### src/rtl/div_ratio_ctrl_if.sv
// Request/status bundle for the divide-ratio controller.
// The master drives enable and ratio requests; the slave returns handshake and divider status.
interface div_ratio_ctrl_if;
  logic       en;
  logic       req;
  logic [3:0] ratio;
  logic       ack;
  logic       err;
  logic       busy;
  logic       ce;
  logic       t;
  logic [3:0] cur_ratio;

  modport master (
    output en, req, ratio,
    input  ack, err, busy, ce, t, cur_ratio
  );

  modport slave (
    input  en, req, ratio,
    output ack, err, busy, ce, t, cur_ratio
  );
endinterface

### src/rtl/div_ratio_ctrl.sv
// Programmable clock-enable divider whose ratio changes are deferred to period boundaries.
// Requests are acked once the new ratio is in effect; a zero ratio is rejected.
//
// state | meaning
// ------+------------------------------------------------------------
// IDLE  | divider stopped, cnt held at 0, ce and t low
// RUN   | cnt sweeps 0..cur_ratio-1, ce at cnt 0, t high for the first half
module div_ratio_ctrl #(
  parameter logic [3:0] DEFAULT_RATIO = 4'd3
) (
  input logic              clk,
  input logic              rst,
  div_ratio_ctrl_if.slave  bus
);

  typedef enum logic {IDLE, RUN} state_t;

  state_t     state_q, state_d;
  logic [3:0] cnt_q, cnt_d;
  logic [3:0] cur_ratio_q, cur_ratio_d;
  logic [3:0] pend_ratio_q, pend_ratio_d;
  logic       pend_q, pend_d;
  logic       ack_q, ack_d;
  logic       err_q, err_d;
  logic       boundary;
  logic       accept;
  logic [4:0] t_limit;

  always_comb begin
    boundary     = (state_q == RUN) && (cnt_q == (cur_ratio_q - 4'd1));
    accept       = bus.req && !pend_q;
    state_d      = state_q;
    cnt_d        = cnt_q;
    cur_ratio_d  = cur_ratio_q;
    pend_d       = pend_q;
    pend_ratio_d = pend_ratio_q;
    ack_d        = 1'b0;
    err_d        = 1'b0;

    case (state_q)
      IDLE: begin
        cnt_d = 4'd0;
        if (bus.en) state_d = RUN;
      end
      RUN: begin
        if (boundary) begin
          cnt_d = 4'd0;
          if (!bus.en) state_d = IDLE;
        end else begin
          cnt_d = cnt_q + 4'd1;
        end
      end
      default: begin
        state_d = IDLE;
        cnt_d   = 4'd0;
      end
    endcase

    // A pending ratio only ever lands on a boundary so no period is truncated.
    if (pend_q && boundary) begin
      cur_ratio_d = pend_ratio_q;
      pend_d      = 1'b0;
      ack_d       = 1'b1;
    end

    if (accept) begin
      if (bus.ratio == 4'd0) begin
        ack_d = 1'b1;
        err_d = 1'b1;
      end else if ((state_q == IDLE) || boundary) begin
        cur_ratio_d = bus.ratio;
        ack_d       = 1'b1;
      end else begin
        pend_d       = 1'b1;
        pend_ratio_d = bus.ratio;
      end
    end
  end

  always_ff @(posedge clk) begin
    if (rst) begin
      state_q      <= IDLE;
      cnt_q        <= 4'd0;
      cur_ratio_q  <= DEFAULT_RATIO;
      pend_q       <= 1'b0;
      pend_ratio_q <= 4'd0;
      ack_q        <= 1'b0;
      err_q        <= 1'b0;
    end else begin
      state_q      <= state_d;
      cnt_q        <= cnt_d;
      cur_ratio_q  <= cur_ratio_d;
      pend_q       <= pend_d;
      pend_ratio_q <= pend_ratio_d;
      ack_q        <= ack_d;
      err_q        <= err_d;
    end
  end

  // High phase is ceil(N/2) counts, so odd ratios lean high.
  assign t_limit = ({1'b0, cur_ratio_q} + 5'd1) >> 1;

  assign bus.ce        = (state_q == RUN) && (cnt_q == 4'd0);
  assign bus.t         = (state_q == RUN) && ({1'b0, cnt_q} < t_limit);
  assign bus.ack       = ack_q;
  assign bus.err       = err_q;
  assign bus.busy      = pend_q;
  assign bus.cur_ratio = cur_ratio_q;

endmodule

### src/flat_wrapper.sv
// flat-port wrapper written by rule: the top's interface ports become plain ports
module div_ratio_ctrl_flat 
#(
  parameter logic [3:0] DEFAULT_RATIO = 4'd3
)
  (clk, rst, bus_en, bus_req, bus_ratio, bus_ack, bus_err, bus_busy, bus_ce, bus_t, bus_cur_ratio);
  div_ratio_ctrl_if bus_i ();
  input logic clk;
  input logic rst;
  input wire logic [$bits(bus_i.en)-1:0] bus_en;
  input wire logic [$bits(bus_i.req)-1:0] bus_req;
  input wire logic [$bits(bus_i.ratio)-1:0] bus_ratio;
  output wire logic [$bits(bus_i.ack)-1:0] bus_ack;
  output wire logic [$bits(bus_i.err)-1:0] bus_err;
  output wire logic [$bits(bus_i.busy)-1:0] bus_busy;
  output wire logic [$bits(bus_i.ce)-1:0] bus_ce;
  output wire logic [$bits(bus_i.t)-1:0] bus_t;
  output wire logic [$bits(bus_i.cur_ratio)-1:0] bus_cur_ratio;
  assign bus_i.en = bus_en;
  assign bus_i.req = bus_req;
  assign bus_i.ratio = bus_ratio;
  assign bus_ack = bus_i.ack;
  assign bus_err = bus_i.err;
  assign bus_busy = bus_i.busy;
  assign bus_ce = bus_i.ce;
  assign bus_t = bus_i.t;
  assign bus_cur_ratio = bus_i.cur_ratio;
  div_ratio_ctrl #(.DEFAULT_RATIO(DEFAULT_RATIO)) u_core (.clk(clk), .rst(rst), .bus(bus_i));
endmodule
### config.mk
export PLATFORM = sky130hd
export DESIGN_NAME = div_ratio_ctrl_flat
export DESIGN_NICKNAME = d
export VERILOG_FILES = /design/src/rtl/div_ratio_ctrl_if.sv /design/src/rtl/div_ratio_ctrl.sv /design/src/flat_wrapper.sv
export SDC_FILE = /design/constraint.sdc
export NUM_CORES = 1
export LEC_CHECK = 0
export CAP_MARGIN = 20
export CORE_MARGIN = 1.5
export CORE_UTILIZATION = 40
export CTS_CLUSTER_DIAMETER = 200
export DETAILED_ROUTE_END_ITERATION = 6
export SYNTH_ARGS = -nofsm -noshare
export SYNTH_HDL_FRONTEND = slang
export SYNTH_SLANG_ARGS = --single-unit
### constraint.sdc
create_clock -name clk -period 5.2 [get_ports clk]
set_clock_uncertainty 0.05 [all_clocks]
set_input_delay 0.78 -clock clk [delete_from_list [all_inputs] [get_ports clk]]
set_output_delay 0.78 -clock clk [all_outputs]
set_load 0.01 [all_outputs]
==> summary.txt <==
Pwr
  – Internal power: 271 uW
  – Comb pwr share: 0.430
  – Overall power: 445 uW
  – Sequential power share: 0.380
  – P_leak: 0.000542 uW
  – P_sw: 175 uW
  – Sw Share: 0.392
  – PwrDens: 319 nW/um^2
  – VDD IR max: 161 uV
  – Clock network power share: 0.190

Logic synthesis
  – Synth Warn #: 0
  – Yosys reg bits: 16
  – Synth Area in Simple Gates: 0.245
  – Synth area leader: dfxtp_1
  – Synth cell types: 43
  – Sequential share of the synthesized area: 0.261
  – Top cell type's share of synthesized area: 0.261
  – Post-synth EDFFs: 0
  – Mux contribution to synthesized area: 0.00815
  – Async SR Flop Fraction: 0
  – Area share of fa/ha/maj cells after synthesis: 0.0714
  – Synth Area in XOR/XNOR: 0.0968
  – Avg Cell Area, Syn: 8.64 um^2
  – Mapped cell area: 1230 um^2
  – Cells after synthesis: 142
  – Complex-gate fraction of the synthesized area: 0.243
  – Syn nets: 157
  – Largest family of logic cells by synthesized area: simple AND/OR/NAND/NOR gates
  – Most used DFF post-synth: dfxtp_1
  – Synth area leaders: dfxtp_1 26%, ha_1 7.1%, nand3_1 4.5%, nand2b_1 3.1%, or4_1 3.1%
  – Most frequent cell after synthesis: dfxtp_1
  – Post-synth top cells: 16 x dfxtp_1, 11 x nand3_1

Clock network
  – Post-CTS setup buffers: 0
  – # resized after CTS: 0
  – Clk buf depth: 2
  – CTS tree: built
  – Max H-tree Level: 1
  – Clock Latency Late Sink: 0.29 ns
  – CTS clock-pin slew for the worst setup and hold paths: 0.10 ns
  – Hold-fix buffers, CTS: 0
  – Num CTS Buffers: 3
  – CTS sink cnt: 16
  – CTS Root Cell: clkbuf_4

Floorplan
  – Boundary pin count: 17
  – # rows: 19
  – Die Ht: 58.4 um
  – Core area: 2830 um^2
  – Initial Util: 0.434
  – Die area: 3410 um^2
  – Width of the die: 58.4 um

Timing
  – Fmax: 0.299 GHz
  – Worst rel slew slack: 0.621
  – Final period util: 0.643
  – RSZ-0062 raised after global routing: no
  – Fin crit period: 3.34 ns
  – Worst-Margin Slew: 0.565 ns
  – TNS Setup: 0 ns
  – Final hold vios: 0
  – Fin. max-slew vios: 0
  – Finish-stage setup viols: 0

Hold path
  – Cells on Worst Hold Path: 2
  – Hold_sp: u_core.bus.cur_ratio[1]
  – Hold/Removal Path Class: reg2reg

Placed design
  – Placed cell areas: 1360 um^2
  – PortBufs: 16
  – Gpl congestion: 0.773
  – DP Wirelength: 2130 um
  – Placed Cells: 178

Final layout
  – Design area: 1400 um^2
  – Fillers: 267
  – Antenna diodes: 0
  – Final-stage net count: 167
  – Layout Utilization: 0.494
  – Syn-to-layout area delta: 13.8%
  – Layout Cells excl Fill: 182
  – Layout cell share with drive strength beyond 1: 0.0861

Worst setup path
  – CP arrival: 2.51 ns
  – Crit. Startpoint: u_core.bus.cur_ratio[0]
  – Setup crit end kind: output port
  – Max FO, Critical Path: 7
  – CP Class: reg2out
  – CP required: 4.37 ns
  – FF-to-FF path depth: 6
  – CP Launch Type: flop
  – Critical R2R Launch: u_core.bus.cur_ratio[0]

Status
  – Status: completed

Global routing
  – Vias in the first global route: 1074
  – Largest net degree at the start of global routing: 20
  – Global-route wire length before repair: 5040 um
  – Initial antenna violation count: 0
  – All-Layer GR Usage: 0.189
  – GR Overflow Total: 0

Route
  – Residual DRC: 0
  – Routed WL: 2900 um
  – DR vias: 1125
  – Vias per cell: 6.18
  – Routed wire per std cell: 15.9 um
  – Pre-Repair DR Iteration Count: 4
  – Antenna Nets Post-Route: 0
  – DR iter-0 viols: 39

Flow run
  – MaxCap Viol Count: 0
[final cells by class]
cell class / instances / area [um^2] / area share
timing repair buffer: 16 / 160 / 0.115
inverter: 7 / 26.3 / 0.0188
tap: 31 / 38.8 / 0.0278
sequential: 16 / 320 / 0.229
multi-input combinational: 108 / 815 / 0.583
clock buffer: 4 / 36.3 / 0.0260
[flip-flops by register name, summed over array words and instances, names as in the netlist, named ones only]
name                  count
u_core.pend_ratio_q       4
u_core.bus.ack            1
u_core.state_q            1
u_core.bus.err            1
u_core.bus.cur_ratio      4
u_core.cnt_q              4
[metal layers]
| layer | track usage | routed length, um | up-vias |
|---|---|---|---|
| met3 | 0.0330 | 145 | 2 |
| li1 | - | - | 554 |
| met5 | 0 | 0 | - |
| met1 | 0.267 | 1400 | 538 |
| met4 | 0.0498 | 19 | 0 |
| met2 | 0.299 | 1330 | 31 |
[cells in the final DEF (no fill, tap or decap), drive strengths merged, types with 3 or more instances in the layout]
cell type,synthesis,routed
or4,5,5
o2111ai,4,4
a31oi,3,3
nand3,11,11
nand2b,6,6
o21ai,7,7
clkdlybuf4s50,0,16
nor3,6,6
dfxtp,16,16
a21oi,7,7
nor2,4,4
nand2,5,5
clkbuf,7,4
nor2b,3,3
a21o,4,4
ha,7,7
a41oi,4,4
xor2,3,3
inv,7,7
xnor2,6,6
[power groups by stage]
| stage | Clock [uW] | Combinational [uW] | Sequential (uW) |
|---|---|---|---|
| after detailed placement | 0 | 192 | 172 |
| after global placement | 0 | 186 | 171 |
| after floorplan | 0 | 148 | 161 |
| after CTS | 88.4 | 192 | 169 |
| final | 84.9 | 191 | 169 |
| after global routing | 93.3 | 210 | 173 |
[cells by family (layout without fill, tap and decap cells)]
kind of cell / after synthesis / in the layout
compound gates: 41 / 41
xor+xnor: 10 / 10
fa+ha+maj: 7 / 7
buf+inv: 18 / 27
flops: 16 / 16
mux: 1 / 1
simple gates: 49 / 49
[path summary, 6_finish.rpt]
check	end	slack (ns)
hold reg to reg	u_core.bus.cur_ratio[1]	0.52
setup reg to reg	u_core.pend_ratio_q[1]	3.06
hold / removal	u_core.bus.cur_ratio[1]	0.52
setup / recovery	bus_t	1.86
[stage by stage]
step,hold WS [ns],setup WS [ns]
3_3_place_gp,0.515,2.26
3_5_place_dp,0.508,2.16
5_1_grt,0.572,1.71
6_report,0.518,1.86
2_1_floorplan,0.455,2.65
4_1_cts,0.528,1.84
[critical path, cell delays in order (launching register included)]
cell             delay (ns)
dfxtp_1                0.48
ha_1                   0.24
xnor2_1                0.12
ha_1                   0.24
a21o_1                 0.16
a21o_1                 0.17
a211oi_1               0.23
clkdlybuf4s50_1        0.57
(Power assumes the default switching activity.)
